`config.mk`:
```
export PLATFORM = sky130hd
export DESIGN_NAME = elastic_pipeline
export DESIGN_NICKNAME = d
export VERILOG_FILES = /design/src/rtl/elastic_pipeline.sv
export SDC_FILE = /design/constraint.sdc
export NUM_CORES = 1
export LEC_CHECK = 0
export ABC_AREA = 1
export CAP_MARGIN = 40
export CORE_UTILIZATION = 45
export DETAILED_ROUTE_END_ITERATION = 8
export PLACE_DENSITY = 0.61
export SYNTH_ARGS = -nofsm -noshare
export SYNTH_HDL_FRONTEND = slang
export SYNTH_SLANG_ARGS = --single-unit
export TNS_END_PERCENT = 1
```
`constraint.sdc`:
```
create_clock -name clk -period 5.9 [get_ports clk]
set_input_delay 0.59 -clock clk [delete_from_list [all_inputs] [get_ports clk]]
set_output_delay 0.59 -clock clk [all_outputs]
set_load 0.03 [all_outputs]
```
`src/rtl/elastic_pipeline.sv`:
```
// elastic_pipeline
//   Chain of STAGES elastic register stages with a valid/ready handshake.
//   Each stage is a 2-entry skid buffer (main + skid). A stage's ready to
//   its upstream is the registered !skid_valid, so ready never depends
//   combinationally on downstream ready. One beat per cycle is sustained
//   under backpressure.
//
//   Optional feature: define PIPE_PARITY_EN to store an even-parity bit with
//   every entry and flag mismatches at the output. When it is undefined,
//   parity_err is tied low.
//
// Parameters
//   WIDTH      payload width (1..256)
//   STAGES     number of stages (1..8)
//   FLUSH_MASK bit i set -> stage i is cleared by flush (stage 0 = input side)
//
// Ports
//   clk, rst_n            clock, asynchronous active-low reset
//   in_valid/in_ready     upstream handshake (in_ready registered)
//   in_data               upstream payload
//   out_valid/out_ready   downstream handshake
//   out_data              downstream payload
//   flush                 synchronous flush of the masked stages
//   occupancy             registered count of valid entries
//   parity_err            one-cycle pulse after a beat with bad parity fires
module elastic_pipeline #(
  parameter int unsigned       WIDTH      = 32,
  parameter int unsigned       STAGES     = 4,
  parameter logic [STAGES-1:0] FLUSH_MASK = {STAGES{1'b1}}
) (
  input  logic                            clk,
  input  logic                            rst_n,
  input  logic                            in_valid,
  output logic                            in_ready,
  input  logic [WIDTH-1:0]                in_data,
  output logic                            out_valid,
  input  logic                            out_ready,
  output logic [WIDTH-1:0]                out_data,
  input  logic                            flush,
  output logic [$clog2(2*STAGES+1)-1:0]   occupancy,
  output logic                            parity_err
);

  localparam int unsigned OCC_W = $clog2(2*STAGES+1);

  logic [STAGES-1:0]             r_vm, r_vs, w_vm_nx, w_vs_nx;
  logic [STAGES-1:0][WIDTH-1:0]  r_dm, r_ds, w_dm_nx, w_ds_nx;
  logic [STAGES-1:0][WIDTH-1:0]  w_up_data;
  logic [STAGES-1:0]             w_up_valid, w_dn_ready, w_vout;
  logic [STAGES-1:0]             w_accept, w_fire, w_flush;
  logic [OCC_W-1:0]              r_occ, w_occ_nx;

`ifdef PIPE_PARITY_EN
  logic [STAGES-1:0]             r_pm, r_ps, w_pm_nx, w_ps_nx, w_up_par;
  logic                          r_perr;
`endif

  // Stage linkage: stage 0 faces in_*, the last stage faces out_*.
  assign w_up_valid[0]        = in_valid;
  assign w_up_data[0]         = in_data;
  assign w_dn_ready[STAGES-1] = out_ready;
`ifdef PIPE_PARITY_EN
  assign w_up_par[0]          = ^in_data;
`endif

  for (genvar g = 1; g < STAGES; g++) begin : g_link
    assign w_up_valid[g]   = w_vout[g-1];
    assign w_up_data[g]    = r_dm[g-1];
    assign w_dn_ready[g-1] = ~r_vs[g];
`ifdef PIPE_PARITY_EN
    assign w_up_par[g]     = r_pm[g-1];
`endif
  end

  assign w_flush  = {STAGES{flush}} & FLUSH_MASK;
  // A flushed stage presents nothing downstream during the flush cycle.
  assign w_vout   = r_vm & ~w_flush;
  assign w_accept = w_up_valid & ~r_vs;
  assign w_fire   = w_vout & w_dn_ready;

  always_comb begin
    w_vm_nx = r_vm;
    w_vs_nx = r_vs;
    w_dm_nx = r_dm;
    w_ds_nx = r_ds;
`ifdef PIPE_PARITY_EN
    w_pm_nx = r_pm;
    w_ps_nx = r_ps;
`endif
    for (int unsigned i = 0; i < STAGES; i++) begin
      if (w_flush[i]) begin
        // Upstream still sees its handshake complete; the beat is dropped.
        w_vm_nx[i] = 1'b0;
        w_vs_nx[i] = 1'b0;
`ifdef PIPE_PARITY_EN
        w_pm_nx[i] = 1'b0;
        w_ps_nx[i] = 1'b0;
`endif
      end else if (w_fire[i]) begin
        if (r_vs[i]) begin
          // accept cannot be high here since it requires an empty skid.
          w_dm_nx[i] = r_ds[i];
          w_vs_nx[i] = 1'b0;
`ifdef PIPE_PARITY_EN
          w_pm_nx[i] = r_ps[i];
`endif
        end else if (w_accept[i]) begin
          w_dm_nx[i] = w_up_data[i];
`ifdef PIPE_PARITY_EN
          w_pm_nx[i] = w_up_par[i];
`endif
        end else begin
          w_vm_nx[i] = 1'b0;
        end
      end else if (w_accept[i]) begin
        if (!r_vm[i]) begin
          w_vm_nx[i] = 1'b1;
          w_dm_nx[i] = w_up_data[i];
`ifdef PIPE_PARITY_EN
          w_pm_nx[i] = w_up_par[i];
`endif
        end else begin
          w_vs_nx[i] = 1'b1;
          w_ds_nx[i] = w_up_data[i];
`ifdef PIPE_PARITY_EN
          w_ps_nx[i] = w_up_par[i];
`endif
        end
      end
    end
  end

  // Count the next state so occupancy moves on the same edge as the entries.
  always_comb begin
    w_occ_nx = '0;
    for (int unsigned i = 0; i < STAGES; i++) begin
      w_occ_nx = w_occ_nx + OCC_W'(w_vm_nx[i]) + OCC_W'(w_vs_nx[i]);
    end
  end

  always_ff @(posedge clk or negedge rst_n) begin
    if (!rst_n) begin
      r_vm  <= '0;
      r_vs  <= '0;
      r_dm  <= '0;
      r_ds  <= '0;
      r_occ <= '0;
    end else begin
      r_vm  <= w_vm_nx;
      r_vs  <= w_vs_nx;
      r_dm  <= w_dm_nx;
      r_ds  <= w_ds_nx;
      r_occ <= w_occ_nx;
    end
  end

`ifdef PIPE_PARITY_EN
  always_ff @(posedge clk or negedge rst_n) begin
    if (!rst_n) begin
      r_pm   <= '0;
      r_ps   <= '0;
      r_perr <= 1'b0;
    end else begin
      r_pm   <= w_pm_nx;
      r_ps   <= w_ps_nx;
      r_perr <= w_fire[STAGES-1] & ((^r_dm[STAGES-1]) != r_pm[STAGES-1]);
    end
  end
  assign parity_err = r_perr;
`else
  assign parity_err = 1'b0;
`endif

  assign in_ready  = ~r_vs[0];
  assign out_valid = w_vout[STAGES-1];
  assign out_data  = r_dm[STAGES-1];
  assign occupancy = r_occ;

endmodule

```
==> impl_metrics.env <==
export IMPL_place_ws_ns=1.352
export IMPL_fmaxAchievable_ghz=0.2354
export IMPL_seq_area_um2=6706
export IMPL_syn_inst=1972
export IMPL_grt_setup_unrepaired="false"
export IMPL_start_util=0.4570
export IMPL_grt_busiest_layer="met2"
export IMPL_synth_commonest_cells="nand2_1 (1178), dfrtp_1 (268), o21ai_0 (108)"
export IMPL_firstDrtPassIters=5
export IMPL_cts_setup_buffers=0
export IMPL_p_per_area_nw_per_um2=343.1
export IMPL_io_buffers=74
export IMPL_final_hold_viol_count=0
export IMPL_die_height_um=178.0
export IMPL_start_kind="flop"
export IMPL_antennaDiodeCount=0
export IMPL_critical_path_class="reg -> reg"
export IMPL_synth_mux_area_frac=0
export IMPL_met2_usage=0.2993
export IMPL_synth_compound_area_frac=0.06417
export IMPL_drt_total_wl_um=30080
export IMPL_cts_buffer_depth=3
export IMPL_avgSynthCellArea_um2=7.070
export IMPL_grt_pass1_vias=10490
export IMPL_root_buffer="clkbuf_16"
export IMPL_ys_warn_count=0
export IMPL_maxSlewHeadroom=0.2631
export IMPL_cap_violations=0
export IMPL_crit_arrival_ns=4.64
export IMPL_finish_utilization=0.5154
export IMPL_syn_area_um2=13940
export IMPL_p_leak_nw=8.626
export IMPL_ys_flop_type="dfrtp_1"
export IMPL_htreeDepth=2
export IMPL_cp_max_fo=35
export IMPL_ys_ff_latch=268
export IMPL_synth_top_family_by_area="simple AND/OR/NAND/NOR gates"
export IMPL_grt_pass1_wl_um=52280
export IMPL_synthesis_nets=2016
export IMPL_synth_cell_types=32
export IMPL_max_slew_worst_pin_slew_ns=1.105
export IMPL_yosysMostFrequentCell="nand2_1"
export IMPL_synth_xor_area_share=0.0006282
export IMPL_design_die_area_um2=31690
export IMPL_synth_edf_count=0
export IMPL_via_per_inst=4.736
export IMPL_setup_ws_ns=1.652
export IMPL_gp_congestion=0.7886
export IMPL_ys_seq_area_frac=0.4810
export IMPL_whs_ns=0.05010
export IMPL_synthAdderAreaFrac=0.008436
export IMPL_status="complete, no violations"
export IMPL_final_nets=2007
export IMPL_met1_usage=0.2981
export IMPL_grt_usage=0.1985
export IMPL_drive_above_1_share=0.05486
export IMPL_nFillCells=3076
export IMPL_critPathRequiredTime_ns=6.29
export IMPL_wl_per_cell_um=12.62
export IMPL_hold_path_class="in -> async"
export IMPL_async_flop_share=1.000
export IMPL_area_delta_synth_final_pct=12.78
export IMPL_grt_max_degree=187
export IMPL_synth_top_area_frac=0.4810
export IMPL_irDropWorstVdd_v=0.0001926
export IMPL_ctsHoldBuffers=0
export IMPL_antenna_found_initial=0
export IMPL_dieWidth_um=178.0
export IMPL_cts_tree="yes"
export IMPL_overflow=0
export IMPL_cts_resized=0
export IMPL_fin_worst_skew_ns=0.02136
export IMPL_drc=0
export IMPL_rows=64
export IMPL_multi_input_area_um2=6060
export IMPL_core_area_um2=30510
export IMPL_synth_top_area_cell="dfrtp_1"
export IMPL_clock_sinks=268
export IMPL_clock_latency_ns=0.51
export IMPL_clkSlewWorstSetupHoldPaths_ns=0.06
export IMPL_setup_viol_count_final=0
export IMPL_end_kind="flop"
export IMPL_report_final_slew_viol_count=0
export IMPL_num_vias=11290
export IMPL_postRouteAntennaNets=0
export IMPL_period_share=0.7200
export IMPL_drt_initial_drc_count=718
export IMPL_fin_setup_tns_ns=0
export IMPL_dp_hpwl_um=18960
export IMPL_grt_use_met3=0.02835
export IMPL_numCtsBuffers=34
export IMPL_fin_crit_ns=4.248
export IMPL_yosys_area_share_simple=0.3605
export IMPL_synth_area_leaders="dfrtp_1 (48%), nand2_1 (32%), o21ai_0 (3.9%), buf_4 (2.7%), nand3_1 (2.5%)"
export IMPL_boundaryPins=76
logic make-up (layout without fill, tap and decap cells):
family,after synthesis,in the layout
DFF,268,268
and+or+nand+nor,1290,1290
other,1,1
xor gates and xnor gates,1,1
buffers and inverters,233,248
adders and majority gates,7,7
AOI/OAI and AO/OA,172,172
where the power goes:
group / total [W] / switching [W] / internal, W
combinational: 0.000971 / 0.000573 / 0.000398
clock: 0.00206 / 0.000778 / 0.00129
sequential: 0.00236 / 0.000228 / 0.00213
total: 0.00539 / 0.00158 / 0.00381
layout make-up:
type                    instances  area share
flip-flops and latches        268      0.4265
inverters                      88     0.02125
repair buffers                100     0.06382
well taps                     396     0.03151
clock inverters                 9    0.006286
clock buffers                  51     0.06525
multi-input cells            1471      0.3854
flip-flops by register name, indices dropped and copies added, names as in the netlist:
signal / flops
out_data: 32
r_dm: 96
r_vm: 4
occupancy: 4
r_ds: 128
r_vs: 4
per-stage QoR:
stage	cell area (um^2)	power (W)	std cells
floorplan	13940	0.003097	1972
global placement	14510	0.003334	2318
detailed placement	14600	0.003363	2323
CTS	15720	0.005464	2383
global route	15720	0.005723	2383
finish	15720	0.005394	2383
routing by layer:
layer,vias up,routed length [um]
li1,5985,-
met1,5051,15800
met2,211,12560
met3,40,1190
met4,0,525
met5,-,0
path summary, 6_finish.rpt:
path,startpoint,end,slack (ns),cells after the start
min in group clk,out_data[25],out_data[25],0.47,2
max in group asynchronous,rst_n,r_dm[19],4.36,2
worst min-delay path,rst_n,out_data[4],0.05,1
worst max-delay path,r_vs[0],occupancy[2],1.65,15
worst max register to register,r_vs[0],occupancy[2],1.65,15
worst min register to register,out_data[25],out_data[25],0.47,2
worst max-delay path, stage by stage (launching register included):
cell     delay (ns)
dfrtp_1        0.36
buf_4          0.24
inv_2          0.46
nand2_1        0.37
nand2_1        0.19
nand2_1        0.06
nand2_1        0.09
inv_1          0.07
fa_1           0.49
fa_1           0.49
inv_1          0.05
fa_1           0.47
ha_1           0.17
inv_1          0.07
fa_1           0.43
xnor2_1        0.13
layout by cell type (no fill, tap or decap), types with 3 or more instances in the layout:
master	netlist	routed
a21oi_1	32	31
buf_4	50	20
buf_8	0	5
clkbuf_1	39	7
clkbuf_16	0	35
clkbuf_8	0	9
clkdlybuf4s50_1	0	73
clkinv_2	1	7
dfrtp_1	268	268
fa_1	4	4
ha_1	3	3
inv_1	79	79
inv_2	6	6
nand2_1	1178	1178
nand3_1	69	69
nand3_4	3	3
nor2_1	30	30
nor2_4	2	3
o21ai_0	108	108
o21ai_1	23	23
o21ai_2	9	9
Note: power is estimated with default switching activity, not from simulation.
